`config.mk`:
```
export PLATFORM = sky130hd
export DESIGN_NAME = prime_bound_finder_flat
export DESIGN_NICKNAME = d
export VERILOG_FILES = /design/src/rtl/prime_bound_finder_if.sv /design/src/rtl/prime_bound_finder.sv /design/src/flat_wrapper.sv
export SDC_FILE = /design/constraint.sdc
export NUM_CORES = 1
export LEC_CHECK = 0
export ABC_AREA = 0
export CAP_MARGIN = 20
export CORE_ASPECT_RATIO = 0.7
export CORE_MARGIN = 2
export CORE_UTILIZATION = 64
export CTS_CLUSTER_DIAMETER = 120
export DETAILED_ROUTE_END_ITERATION = 10
export PLACE_DENSITY_LB_ADDON = 0.12
export SLEW_MARGIN = 20
export SYNTH_ARGS = -nofsm -noshare
export SYNTH_HDL_FRONTEND = slang
export SYNTH_SLANG_ARGS = --single-unit
```
`constraint.sdc`:
```
create_clock -name clk -period 41.2 [get_ports clk]
set_input_delay 4.12 -clock clk [delete_from_list [all_inputs] [get_ports clk]]
set_output_delay 4.12 -clock clk [all_outputs]
set_load 0.01 [all_outputs]
```
`src/rtl/prime_bound_finder_if.sv`:
```
// Request/result bundle for prime_bound_finder. Carries in_prime only when
// PRIME_SELF_TEST_EN is defined.
interface prime_bound_finder_if #(
  parameter int WIDTH = 14
);
  logic             give_valid;
  logic [WIDTH-1:0] Intake;
  logic             busy;
  logic [WIDTH-1:0] UpPrime;
  logic [WIDTH-1:0] LowPrime;
  logic             up_none;
  logic             low_none;
  logic             out_valid;
`ifdef PRIME_SELF_TEST_EN
  logic             in_prime;

  modport master (
    output give_valid, Intake,
    input  busy, UpPrime, LowPrime, up_none, low_none, out_valid, in_prime
  );
  modport slave (
    input  give_valid, Intake,
    output busy, UpPrime, LowPrime, up_none, low_none, out_valid, in_prime
  );
`else
  modport master (
    output give_valid, Intake,
    input  busy, UpPrime, LowPrime, up_none, low_none, out_valid
  );
  modport slave (
    input  give_valid, Intake,
    output busy, UpPrime, LowPrime, up_none, low_none, out_valid
  );
`endif
endinterface

```
`src/rtl/prime_bound_finder.sv`:
```
// Trial-division search for the nearest primes below and above an accepted N.
// Optional macro PRIME_SELF_TEST_EN adds an N_TEST phase and the in_prime result.
module prime_bound_finder #(
  parameter int WIDTH = 14
) (
  input logic                 clk,
  input logic                 reset,
  prime_bound_finder_if.slave bus
);
  localparam int DW = WIDTH / 2 + 2;
  localparam logic [WIDTH-1:0] MAX_VAL  = '1;
  localparam logic [WIDTH-1:0] ONE      = WIDTH'(1);
  localparam logic [WIDTH-1:0] TWO      = WIDTH'(2);
  localparam logic [DW-1:0]    DIV_INIT = DW'(2);

`ifdef PRIME_SELF_TEST_EN
  typedef enum logic [2:0] {IDLE, N_TEST, LOW_TEST, UP_TEST, DONE} state_t;
`else
  typedef enum logic [1:0] {IDLE, LOW_TEST, UP_TEST, DONE} state_t;
`endif

  state_t           state_q, state_d;
  logic [WIDTH-1:0] num_q, num_d;
  logic [WIDTH-1:0] cand_q, cand_d;
  logic [DW-1:0]    div_q, div_d;
  logic [WIDTH-1:0] low_q, low_d;
  logic [WIDTH-1:0] up_q, up_d;
  logic             low_none_q, low_none_d;
  logic             up_none_q, up_none_d;
`ifdef PRIME_SELF_TEST_EN
  logic             in_prime_q, in_prime_d;
`endif

  // One divisor is evaluated per cycle against the current candidate.
  logic [2*DW-1:0]  div_ext;
  logic [2*DW-1:0]  div_sq;
  logic             root_passed;
  logic             divides;
  logic [DW-1:0]    div_step;

  assign div_ext     = (2*DW)'(div_q);
  assign div_sq      = div_ext * div_ext;
  assign root_passed = div_sq > (2*DW)'(cand_q);
  assign divides     = (cand_q % WIDTH'(div_q)) == '0;
  assign div_step    = (div_q == DIV_INIT) ? DW'(3) : div_q + DW'(2);

  logic             go_low;
  logic             go_up;
  logic [WIDTH-1:0] base;

  always_comb begin
    // NOTE: every variable gets a default here so no path can infer a latch.
    state_d    = state_q;
    num_d      = num_q;
    cand_d     = cand_q;
    div_d      = div_q;
    low_d      = low_q;
    up_d       = up_q;
    low_none_d = low_none_q;
    up_none_d  = up_none_q;
`ifdef PRIME_SELF_TEST_EN
    in_prime_d = in_prime_q;
`endif
    go_low     = 1'b0;
    go_up      = 1'b0;
    base       = num_q;

    case (state_q)
      IDLE: begin
        if (bus.give_valid) begin
          num_d      = bus.Intake;
          base       = bus.Intake;
          low_d      = '0;
          up_d       = '0;
          low_none_d = 1'b0;
          up_none_d  = 1'b0;
`ifdef PRIME_SELF_TEST_EN
          in_prime_d = 1'b0;
          cand_d     = bus.Intake;
          div_d      = DIV_INIT;
          state_d    = N_TEST;
`else
          go_low     = 1'b1;
`endif
        end
      end
`ifdef PRIME_SELF_TEST_EN
      N_TEST: begin
        if (cand_q < TWO) begin
          go_low = 1'b1;
        end else if (root_passed) begin
          in_prime_d = 1'b1;
          go_low     = 1'b1;
        end else if (divides) begin
          go_low = 1'b1;
        end else begin
          div_d = div_step;
        end
      end
`endif
      LOW_TEST: begin
        if (cand_q < TWO) begin
          low_none_d = 1'b1;
          low_d      = '0;
          go_up      = 1'b1;
        end else if (root_passed) begin
          low_d = cand_q;
          go_up = 1'b1;
        end else if (divides) begin
          cand_d = cand_q - ONE;
          div_d  = DIV_INIT;
        end else begin
          div_d = div_step;
        end
      end
      UP_TEST: begin
        // 0 and 1 are never prime; without this guard 1 would pass the root test.
        if (cand_q < TWO) begin
          cand_d = cand_q + ONE;
          div_d  = DIV_INIT;
        end else if (root_passed) begin
          up_d    = cand_q;
          state_d = DONE;
        end else if (divides) begin
          if (cand_q == MAX_VAL) begin
            up_none_d = 1'b1;
            up_d      = '0;
            state_d   = DONE;
          end else begin
            cand_d = cand_q + ONE;
            div_d  = DIV_INIT;
          end
        end else begin
          div_d = div_step;
        end
      end
      DONE:    state_d = IDLE;
      default: state_d = IDLE;
    endcase

    // Phase setup is shared by every path that starts the downward or upward search.
    if (go_low) begin
      if (base <= TWO) begin
        low_none_d = 1'b1;
        low_d      = '0;
        go_up      = 1'b1;
      end else begin
        cand_d  = base - ONE;
        div_d   = DIV_INIT;
        state_d = LOW_TEST;
      end
    end
    if (go_up) begin
      if (base == MAX_VAL) begin
        up_none_d = 1'b1;
        up_d      = '0;
        state_d   = DONE;
      end else begin
        cand_d  = base + ONE;
        div_d   = DIV_INIT;
        state_d = UP_TEST;
      end
    end
  end

  always_ff @(posedge clk) begin
    // NOTE: state registers use non-blocking assignments so all flops update together.
    if (reset) begin
      state_q    <= IDLE;
      num_q      <= '0;
      cand_q     <= '0;
      div_q      <= DIV_INIT;
      low_q      <= '0;
      up_q       <= '0;
      low_none_q <= 1'b0;
      up_none_q  <= 1'b0;
`ifdef PRIME_SELF_TEST_EN
      in_prime_q <= 1'b0;
`endif
    end else begin
      state_q    <= state_d;
      num_q      <= num_d;
      cand_q     <= cand_d;
      div_q      <= div_d;
      low_q      <= low_d;
      up_q       <= up_d;
      low_none_q <= low_none_d;
      up_none_q  <= up_none_d;
`ifdef PRIME_SELF_TEST_EN
      in_prime_q <= in_prime_d;
`endif
    end
  end

  assign bus.busy      = (state_q != IDLE);
  assign bus.out_valid = (state_q == DONE);
  assign bus.LowPrime  = low_q;
  assign bus.UpPrime   = up_q;
  assign bus.low_none  = low_none_q;
  assign bus.up_none   = up_none_q;
`ifdef PRIME_SELF_TEST_EN
  assign bus.in_prime  = in_prime_q;
`endif
endmodule
```
`src/flat_wrapper.sv`:
```
// flat-port wrapper written by rule: the top's interface ports become plain ports
module prime_bound_finder_flat 
#(
  parameter int WIDTH = 14
)
  (clk, reset, bus_give_valid, bus_Intake, bus_busy, bus_UpPrime, bus_LowPrime, bus_up_none, bus_low_none, bus_out_valid);
  prime_bound_finder_if #(.WIDTH(WIDTH)) bus_i ();
  input logic clk;
  input logic reset;
  input wire logic [$bits(bus_i.give_valid)-1:0] bus_give_valid;
  input wire logic [$bits(bus_i.Intake)-1:0] bus_Intake;
  output wire logic [$bits(bus_i.busy)-1:0] bus_busy;
  output wire logic [$bits(bus_i.UpPrime)-1:0] bus_UpPrime;
  output wire logic [$bits(bus_i.LowPrime)-1:0] bus_LowPrime;
  output wire logic [$bits(bus_i.up_none)-1:0] bus_up_none;
  output wire logic [$bits(bus_i.low_none)-1:0] bus_low_none;
  output wire logic [$bits(bus_i.out_valid)-1:0] bus_out_valid;
  assign bus_i.give_valid = bus_give_valid;
  assign bus_i.Intake = bus_Intake;
  assign bus_busy = bus_i.busy;
  assign bus_UpPrime = bus_i.UpPrime;
  assign bus_LowPrime = bus_i.LowPrime;
  assign bus_up_none = bus_i.up_none;
  assign bus_low_none = bus_i.low_none;
  assign bus_out_valid = bus_i.out_valid;
  prime_bound_finder #(.WIDTH(WIDTH)) u_core (.clk(clk), .reset(reset), .bus(bus_i));
endmodule
```
## Yosys cells after proc, flatten, opt, wreduce, memory -nomap -nowiden

Index checks and enable logic that the tools add are counted.

- Register bits: 69
- Logic and storage cells: 97
- Output and inout bits: 32

- Eq/ne operators: 6
- Divide/modulo/power cells: 1
- Order comparisons: 3
- Muxes and demuxes: 70
- $add $sub $neg: 5
- Reduce and logical (&&, ||, !) cells: 3
- Multipliers: 1

Operators with widths:

| kind | count |
|---|---|
| $mux W14 | 25 |
| $mux W9 | 12 |
| $pmux W14 S2 | 3 |
| $add A14 B1 Y14 const B | 2 |
| $eq A14 B14 Y1 const B | 2 |
| $sub A14 B1 Y14 const B | 2 |
| $mux W1 | 19 |
| $gt A18 B14 Y1 | 1 |
| $mul A9 B9 Y18 | 1 |
| $pmux W9 S2 | 1 |
| $le A14 B2 Y1 const B | 1 |
| $logic_not A14 Y1 | 1 |
| $lt A14 B2 Y1 const B | 1 |
| $mod A14 B9 Y14 | 1 |
| $mux W2 | 7 |
| $add A9 B2 Y9 const B | 1 |
| $eq A9 B2 Y1 const B | 1 |
| $eq A2 B2 Y1 const B | 2 |
| $pmux W1 S2 | 2 |
| $pmux W2 S2 | 1 |
| $eq A2 B1 Y1 const B | 1 |
| $logic_not A2 Y1 | 1 |
| $reduce_bool A2 Y1 | 1 |

## Logic depth before layout (Yosys ltp)

Gate-level depths: netlist (run 1).

- Word-level depth: 10
- Gate-level depth with buffers: 131

## Worst setup path after synthesis (run 1)

OpenSTA, ideal clock, no wires.

- Path kind: register to register
- Start point: register u_core.cand_q[6]
- End point: register u_core.div_q[3]
- Arrival time: 26.784 ns
- Clock period less this slack: 26.904 ns
- Setup slack: 14.296 ns
- Path buffers: 9
- Cell stages (with the launch flop): 117
- Library setup time: 0.120 ns
- Path through: dfxtp_1 -> or4_4 -> or4_4 -> o41ai_4 -> nor2_1 -> ha_1 -> o21ai_0 -> a211oi_1 -> nor3_1 -> a31o_2 -> ha_1 -> nand2_1 -> o21a_1 -> or4_1 -> nand2_1 -> ha_1 -> a21o_1 -> o21a_1 -> [... 81 more ...] -> o21ai_0 -> and2_1 -> o21ai_0 -> nand2_1 -> a21o_1 -> a21o_1 -> a21o_1 -> a21oi_1 -> xnor2_1 -> mux2_2 -> nor4_1 -> a41o_1 -> buf_6 -> nand2_1 -> and3_1 -> clkbuf_1 -> and3_1 -> a211o_1

- Longest elaborated chain between the ends: 10
- Elaborated cells on any way between the ends: 22
- Classes of those cells: div (1); order compare (2); eq/ne (1); mux (17); reduce/logical (1)

RTL lines:

| what | line | RTL |
|---|---|---|
| start: declaration | prime_bound_finder.sv:24 | `logic [WIDTH-1:0] cand_q, cand_d;` |
| start signal: assignment | prime_bound_finder.sv:183 | `cand_q <= cand_d;` |
| $mod A14 B9 Y14 / $eq A14 B14 Y1 (equally long branches) | prime_bound_finder.sv:44, prime_bound_finder.sv:125 |  |
| $logic_not A14 Y1 / $mux W9 (equally long branches) | prime_bound_finder.sv:44, prime_bound_finder.sv:125 |  |
| $mux W9 (on tied branches) | prime_bound_finder.sv:124, prime_bound_finder.sv:109 |  |
| $mux W9 (on tied branches) | prime_bound_finder.sv:121, prime_bound_finder.sv:106 |  |
| $mux W9 (on tied branches) | prime_bound_finder.sv:118, prime_bound_finder.sv:102 |  |
| $pmux W9 S2 | prime_bound_finder.sv:68 | `case (state_q)` |
| $mux W9 | prime_bound_finder.sv:143 | `if (base <= TWO) begin` |
| $mux W9 | prime_bound_finder.sv:142 | `if (go_low) begin` |
| $mux W9 | prime_bound_finder.sv:154 | `if (base == MAX_VAL) begin` |
| $mux W9 (*) | prime_bound_finder.sv:153 | `if (go_up) begin` |
| end signal: assignment | prime_bound_finder.sv:184 | `div_q <= div_d;` |
| end: declaration | prime_bound_finder.sv:25 | `logic [DW-1:0] div_q, div_d;` |

Mark *: on every way between the ends. The rest lies on a longest branch, timed or not.
A chain may end at the register's enable or synchronous reset.

## Worst setup path after layout (run 1)

- Start point: register u_core.div_q[8]
- End point: register u_core.cand_q[3]

- Longest elaborated chain between the ends: 10
- Elaborated cells on any way between the ends: 20
- Classes of those cells: mul (1); div (1); order compare (1); mux (16); reduce/logical (1)

RTL lines:

| what | line | RTL |
|---|---|---|
| $mod A14 B9 Y14 | prime_bound_finder.sv:44 | `assign divides = (cand_q % WIDTH'(div_q)) == '0;` |
| $logic_not A14 Y1 | prime_bound_finder.sv:44 |  |
| $mux W14 (on tied branches) | prime_bound_finder.sv:124, prime_bound_finder.sv:109 |  |
| $mux W14 (on tied branches) | prime_bound_finder.sv:121, prime_bound_finder.sv:106 |  |
| $mux W14 (on tied branches) | prime_bound_finder.sv:118, prime_bound_finder.sv:102 |  |
| $pmux W14 S2 | prime_bound_finder.sv:68 |  |
| $mux W14 | prime_bound_finder.sv:143 |  |
| $mux W14 | prime_bound_finder.sv:142 |  |
| $mux W14 | prime_bound_finder.sv:154 |  |
| $mux W14 (*) | prime_bound_finder.sv:153 |  |

Marked as above.

==> summary.md, run 1 <==
| Metric | Value |
|---|---|
| Period utilisation layout | `0.756` |
| CP startpoint | `u_core.div_q[8]` |
| Share of layout cells above drive strength 1 | `0.0632` |
| Slew Viols, Final | `0` |
| Clk root buf | `clkbuf_16` |
| Die X | `168 um` |
| Site Rows | `a little over 40` |
| Maxcap violations | `0` |
| #FFs+latches synth | `slightly below 70` |
| Min-delay worst type | `flop to flop` |
| Fin nets | `1813` |
| Postcts setup bufs | `0` |
| Sequential area share after synthesis | `0.115` |
| Crit path largest cell delay | `slightly above 800 ps` |
| Minimum clock period | `slightly above 30000 ps` |
| Post-Synthesis Net Count | `1811` |
| Critical Path Start Type | `flop` |
| Vias in the first global route | `between 10000 and 15000` |
| Commonest cells after routing, fill and taps aside | `nor2_1, ha_1, nand2_1` |
| Drt first pass iters | `6` |
| Vias | `12553` |
| Vias per cell | `approximately 6.8` |
| H-tree Lvls | `3` |
| Global-route wire length before repair | `between 50 and 60 mm` |
| R2R depth | `110` |
| IO Pins | `between 40 and 50` |
| Most common cell after layout, fill and taps aside | `nor2_1` |
| Crit path kind | `flop to flop` |
| CTS Buf Count | `9` |
| Setup repair after global routing missed its margin | `false` |
| DRC viols | `0` |
| Bufs on Longest Clock Path | `2` |
| Synth Instances | `1608` |
| Slowest cell on crit path | `o31ai_1` |
| CTS tree | `done` |
| DP HPWL | `slightly below 30 mm` |
| Flop-to-flop setup slack | `slightly above 10000 ps` |
| CP endpoint kind | `flop` |
| ANT cells | `0` |
| Routed Antenna Nets | `0` |
| Total overflow reported by the global router | `0` |
| Clock sink count | `just under 70` |
| Fmax | `~0.032 GHz` |
| Syn Area/Cell | `around 7.5 um2` |
| Critical path's most frequent cell | `ha_1` |
| Die area | `approximately 20000 um2` |
| Arr. time, crit path | `31360 ps` |
| Core area | `between 15000 and 20000 um2` |
| Max_slew headroom | `0.209` |
| Endpoint, Worst Hold | `u_core.bus.UpPrime[3]` |
| Crit Reg-Reg Startpoint | `u_core.div_q[8]` |
| Hold_buf cts | `0` |
| Clock Pin Slew Worst Setup and Hold Paths | `60 ps` |
| Wirelength, routed | `roughly 37 mm` |
| Clk_lat worst skew | `350 ps` |
| IO Port Bufs | `48` |
| R2R Path End | `u_core.cand_q[3]` |
| Max FO, Critical Path | `20` |
| Final Skew | `between 8 and 9 ps` |
| Synthesized area | `12100 um2` |
| Synth-to-Final Area Change | `7.51%` |
| Primary FF master, synth | `dfxtp_1` |
| Placer Congestion | `between 1 and 1.5` |
| Count of cells resized by post-cts repair | `0` |
| Outcome | `completed` |
| Post-DR wirelength/cell | `roughly 20 um` |
| Gr usage total | `0.369` |
| Largest net degree at the start of global routing | `40` |
| Final setup fails | `0` |
| Final hold violations | `0` |
| Actual slew at the worst max-slew pin | `1190 ps` |
| Starting Density | `0.660` |
| Chip height | `roughly 120 um` |
| Cell variety after synth | `91` |
| Antenna violations before repair | `0` |
| Setup TNS after final layout | `0 ps` |
| Worst Hold Launch | `u_core.bus.UpPrime[3]` |
| Initial DRC Count | `1849` |
| Worst EP required | `about 41000 ps` |
| Hold Path Depth | `1` |
| Post-synth EDFFs | `0` |
| Yosys warning count | `0` |
| Share of flip-flops with an asynchronous set or reset | `0` |
state kept, by name, summed over array words and instances, names as in the netlist:
| register | cells |
|---|---|
| u_core.bus.LowPrime | 14 |
| u_core.state_q | 2 |
| u_core.num_q | 14 |
| u_core.bus.UpPrime | 14 |
| u_core.div_q | 9 |
| u_core.bus.up_none | 1 |
| u_core.cand_q | 14 |
| u_core.bus.low_none | 1 |
cells by family (layout without fill, tap and decap cells):
group	count (synthesis)	after routing	share of synthesized area
buffers and inverters	191	197	0.0627
and+or+nand+nor	556	556	0.224
adders and majority gates	187	187	0.216
xor gates and xnor gates	83	83	0.0609
muxes	58	58	0.0506
DFF	69	69	0.115
AOI/OAI and AO/OA	464	464	0.272
critical path, delay by kind of cell (launching register included):
kind	cells	cell delay, ps
AO/OA/AOI/OAI	61	16810
adder cells (fa/ha/maj)	13	4340
XOR/XNOR	1	110
AND/OR/NAND/NOR	26	6780
buffers and inverters	4	710
flip-flops	1	500
multiplexers	5	1690
layer usage:
layer  GRT usage  vias up  share of wire
li1            -     5913              -
met1       0.553     5798           0.45
met2       0.523      760           0.40
met3      0.0894       80           0.13
met4      0.0959        2          0.022
met5      0.0230        -         0.0010
cells in the mapped netlist, types with 10 or more instances:
master	n	share of area
a211oi_1	17	0.011
a21oi_1	90	0.037
dfxtp_1	69	0.11
inv_1	105	0.033
nor2b_1	10	0.0052
a31oi_1	23	0.012
fa_1	35	0.058
ha_1	151	0.16
o31ai_1	11	0.0068
xnor2_1	53	0.038
mux2i_1	34	0.028
nor2_1	183	0.057
clkbuf_1	68	0.021
a22oi_1	17	0.011
xor2_1	29	0.021
nand3_1	41	0.017
mux2_2	24	0.022
and3_1	22	0.011
nand4_1	16	0.0083
o21ai_0	73	0.030
nor3_1	62	0.026
o21a_1	37	0.023
a22o_1	16	0.012
o21bai_1	12	0.0075
a21o_1	33	0.021
nor4_1	13	0.0067
o211ai_1	13	0.0081
or3_1	23	0.012
nand2_1	120	0.037
and4_1	10	0.0073
and2_1	11	0.0057
a221oi_1	10	0.0073
stage by stage:
| stage | std cells | setup WS (ps) | instance area [um2] | utilization | hold slack, ps |
|---|---|---|---|---|---|
| floorplan | 1608 | 14300 | 12100 | - | 504 |
| global placement | 1835 | 11700 | 12700 | 0.694 | 462 |
| detailed placement | 1835 | 10740 | 12700 | 0.694 | 467 |
| CTS | 1850 | 10620 | 13000 | 0.710 | 480 |
| global route | 1850 | 7810 | 13000 | 0.710 | 490 |
| finish | 1850 | 10050 | 13000 | 0.710 | 474 |
worst max path at each step:
stage | to | slack [ps]
2_1_floorplan | u_core.div_q[3] | 14300
3_3_place_gp | u_core.cand_q[3] | 11700
3_5_place_dp | u_core.cand_q[3] | 10740
4_1_cts | u_core.cand_q[3] | 10620
5_1_grt | u_core.cand_q[3] | 7810
6_report | u_core.cand_q[3] | 10050
cell type report:
class	instances	area [um2]
Clock buffer	9	225
Inverter	113	424
Tap cell	236	295
Clock inverter	6	63.8
Multi-Input combinational cell	1348	9940
Timing Repair Buffer	69	638
Sequential cell	69	1380
Fill cell	1511	5300
Power of run 1 is not shown: default switching activity piles up to over one toggle a cycle in this logic, so the estimate is an artifact.
==> inputs of run 2 (changes only) <==
==> constraint.sdc (replaced) <==
create_clock -name clk -period 32.2 [get_ports clk]
set_input_delay 3.22 -clock clk [delete_from_list [all_inputs] [get_ports clk]]
set_output_delay 3.22 -clock clk [all_outputs]
set_load 0.01 [all_outputs]
==> run 2 against run 1 <==
Compared with the run above: sequential share of layout area about the same; global-route usage grew 0.80 points; cell count barely moved; critical path depth is the same.
==> summary.md, run 2 (synthesized netlist as in run 1, its figures left out) <==
| Metric | Value |
|---|---|
| Outcome | `completed` |
| Share of layout cells above drive strength 1 | `0.0675 (+0.00430)` |
| Hold WS | `489 ps (+15.4 ps)` |
| CTS Buf Count | `9 (unchanged)` |
| Actual slew at the worst max-slew pin | `1210 ps (+20.2 ps)` |
| Crit path largest cell delay | `740 ps (-70 ps)` |
| Chip height | `119 um (unchanged)` |
| Flop-to-flop setup slack | `2220 ps (-7830 ps)` |
| Clock Pin Slew Worst Setup and Hold Paths | `60 ps (about the same)` |
| Vias | `12630 (+0.61%)` |
| Largest net degree at the start of global routing | `40 (unchanged)` |
| Placer Congestion | `1.04 (+0.34%)` |
| Worst EP required | `32410 ps (-9000 ps)` |
| Die area | `20000 um2 (unchanged)` |
| Starting Density | `0.660 (unchanged)` |
| Initial DRC Count | `1743 (-5.7%)` |
| Vias per cell | `6.82 (+0.56%)` |
| Crit Reg-Reg Startpoint | `u_core.cand_q[6]` |
| Slew Viols, Final | `0 (unchanged)` |
| Slowest cell on crit path | `a221oi_1` |
| Setup TNS after final layout | `0 ps (unchanged)` |
| Final hold violations | `0 (unchanged)` |
| Total overflow reported by the global router | `0 (unchanged)` |
| Routed Antenna Nets | `0 (unchanged)` |
| Gr usage total | `0.377 (+0.00803)` |
| Core Util, Final | `0.713 (+0.00288)` |
| DP HPWL | `29.3 mm (+1.4%)` |
| Clk root buf | `clkbuf_16` |
| IO Port Bufs | `48 (unchanged)` |
| Final cell count without fillers | `1851 (+0.054%)` |
| Endpoint, Worst Hold | `u_core.bus.UpPrime[1]` |
| Synth-to-Final Area Change | `7.95%` |
| Vias in the first global route | `11732 (+2.8%)` |
| Min-delay worst type | `flop to flop` |
| Fin nets | `1813 (unchanged)` |
| Die X | `168 um (unchanged)` |
| Global-route wire length before repair | `61.1 mm (+2.6%)` |
| Max_slew headroom | `0.195 (-0.0134)` |
| Most common cell after layout, fill and taps aside | `nor2_1` |
| Final Skew | `5.63 ps (-2.90 ps)` |
| Worst Hold Launch | `u_core.bus.UpPrime[1]` |
| Critical Path Start Type | `flop` |
| Hold Path Depth | `1 (unchanged)` |
| Crit path kind | `flop to flop` |
| Antenna violations before repair | `0 (unchanged)` |
| Site Rows | `41 (unchanged)` |
| Final setup fails | `0 (unchanged)` |
| H-tree Lvls | `3 (unchanged)` |
| R2R Path End | `u_core.cand_q[3]` |
| Commonest cells after routing, fill and taps aside | `nor2_1, ha_1, nand2_1` |
| DRC viols | `0 (unchanged)` |
| R2R depth | `110 (unchanged)` |
| Core area | `18300 um2 (unchanged)` |
| IO Pins | `49 (unchanged)` |
| Drt first pass iters | `8 (+2)` |
| CP startpoint | `u_core.cand_q[6]` |
| Post-DR wirelength/cell | `20.5 um (+1.2%)` |
| CP endpoint kind | `flop` |
| Maxcap violations | `0 (unchanged)` |
| Setup repair after global routing missed its margin | `false` |
| Clock sink count | `69 (unchanged)` |
| Minimum clock period | `29980 ps (-1170 ps)` |
| Wirelength, routed | `37.9 mm (+1.3%)` |
| Arr. time, crit path | `30190 ps (-1170 ps)` |
| Clk_lat worst skew | `340 ps (about the same)` |
| Fmax | `0.0334 GHz (+3.9%)` |
| Period utilisation layout | `0.931 (+0.175)` |
| Critical path's most frequent cell | `ha_1` |
| Bufs on Longest Clock Path | `2 (unchanged)` |
| CTS tree | `done` |
| Max FO, Critical Path | `19 (-5.0%)` |
| ANT cells | `0 (unchanged)` |
| Placed insts | `1835 (unchanged)` |
==> run 2: repair_timing <==
action                                  CTS  global route
endpoints found under the setup margin    0            40
gates resized for setup                   0            10
buffers inserted                          0             0
hold buffers                              0             0
==> run 2: critical path, delay by kind of cell, from the launching register on <==
family | cells | cell delay [ps]
AOI/OAI and AO/OA | 59 | 15750
and+or+nand+nor | 32 | 7810
adders and majority gates | 13 | 4240
muxes | 3 | 1110
DFF | 1 | 460
buffers and inverters | 2 | 360
xor gates and xnor gates | 1 | 120
==> run 2: routing by layer <==
layer | share of wire | track usage | vias to the layer above
met4 | 0.028 | 0.103 | 0
met2 | 0.40 | 0.545 | 749
met5 | 0 | 0 | -
li1 | - | - | 5929
met3 | 0.13 | 0.111 | 108
met1 | 0.44 | 0.543 | 5844
==> run 2: worst max-delay path by stage <==
stage                             endpoint  slack (ps)  depth (start not counted)
after floorplan            u_core.div_q[3]        5300                        116
after global placement    u_core.cand_q[3]        2460                        110
after detailed placement  u_core.cand_q[3]        1250                        110
after CTS                 u_core.cand_q[3]        1150                        110
after global routing      u_core.cand_q[3]         140                        111
final                     u_core.cand_q[3]        2220                        110
==> run 2: area by class of cell <==
| type | count | area, um2 |
|---|---|---|
| sequential | 69 | 1380 |
| inverter | 113 | 424 |
| clock inverter | 7 | 73.8 |
| fill | 1517 | 5250 |
| timing repair buffer | 69 | 638 |
| clock buffer | 9 | 225 |
| tap | 236 | 295 |
| multi-input combinational | 1348 | 9980 |
==> run 2: per-stage QoR <==
step,setup slack (ps),area (um2)
final,2220,13000
after detailed placement,1250,12700
after global routing,136,13000
after CTS,1150,13000
after global placement,2460,12700
after floorplan,5300,12100
Power of run 2 is left out for the same reason.
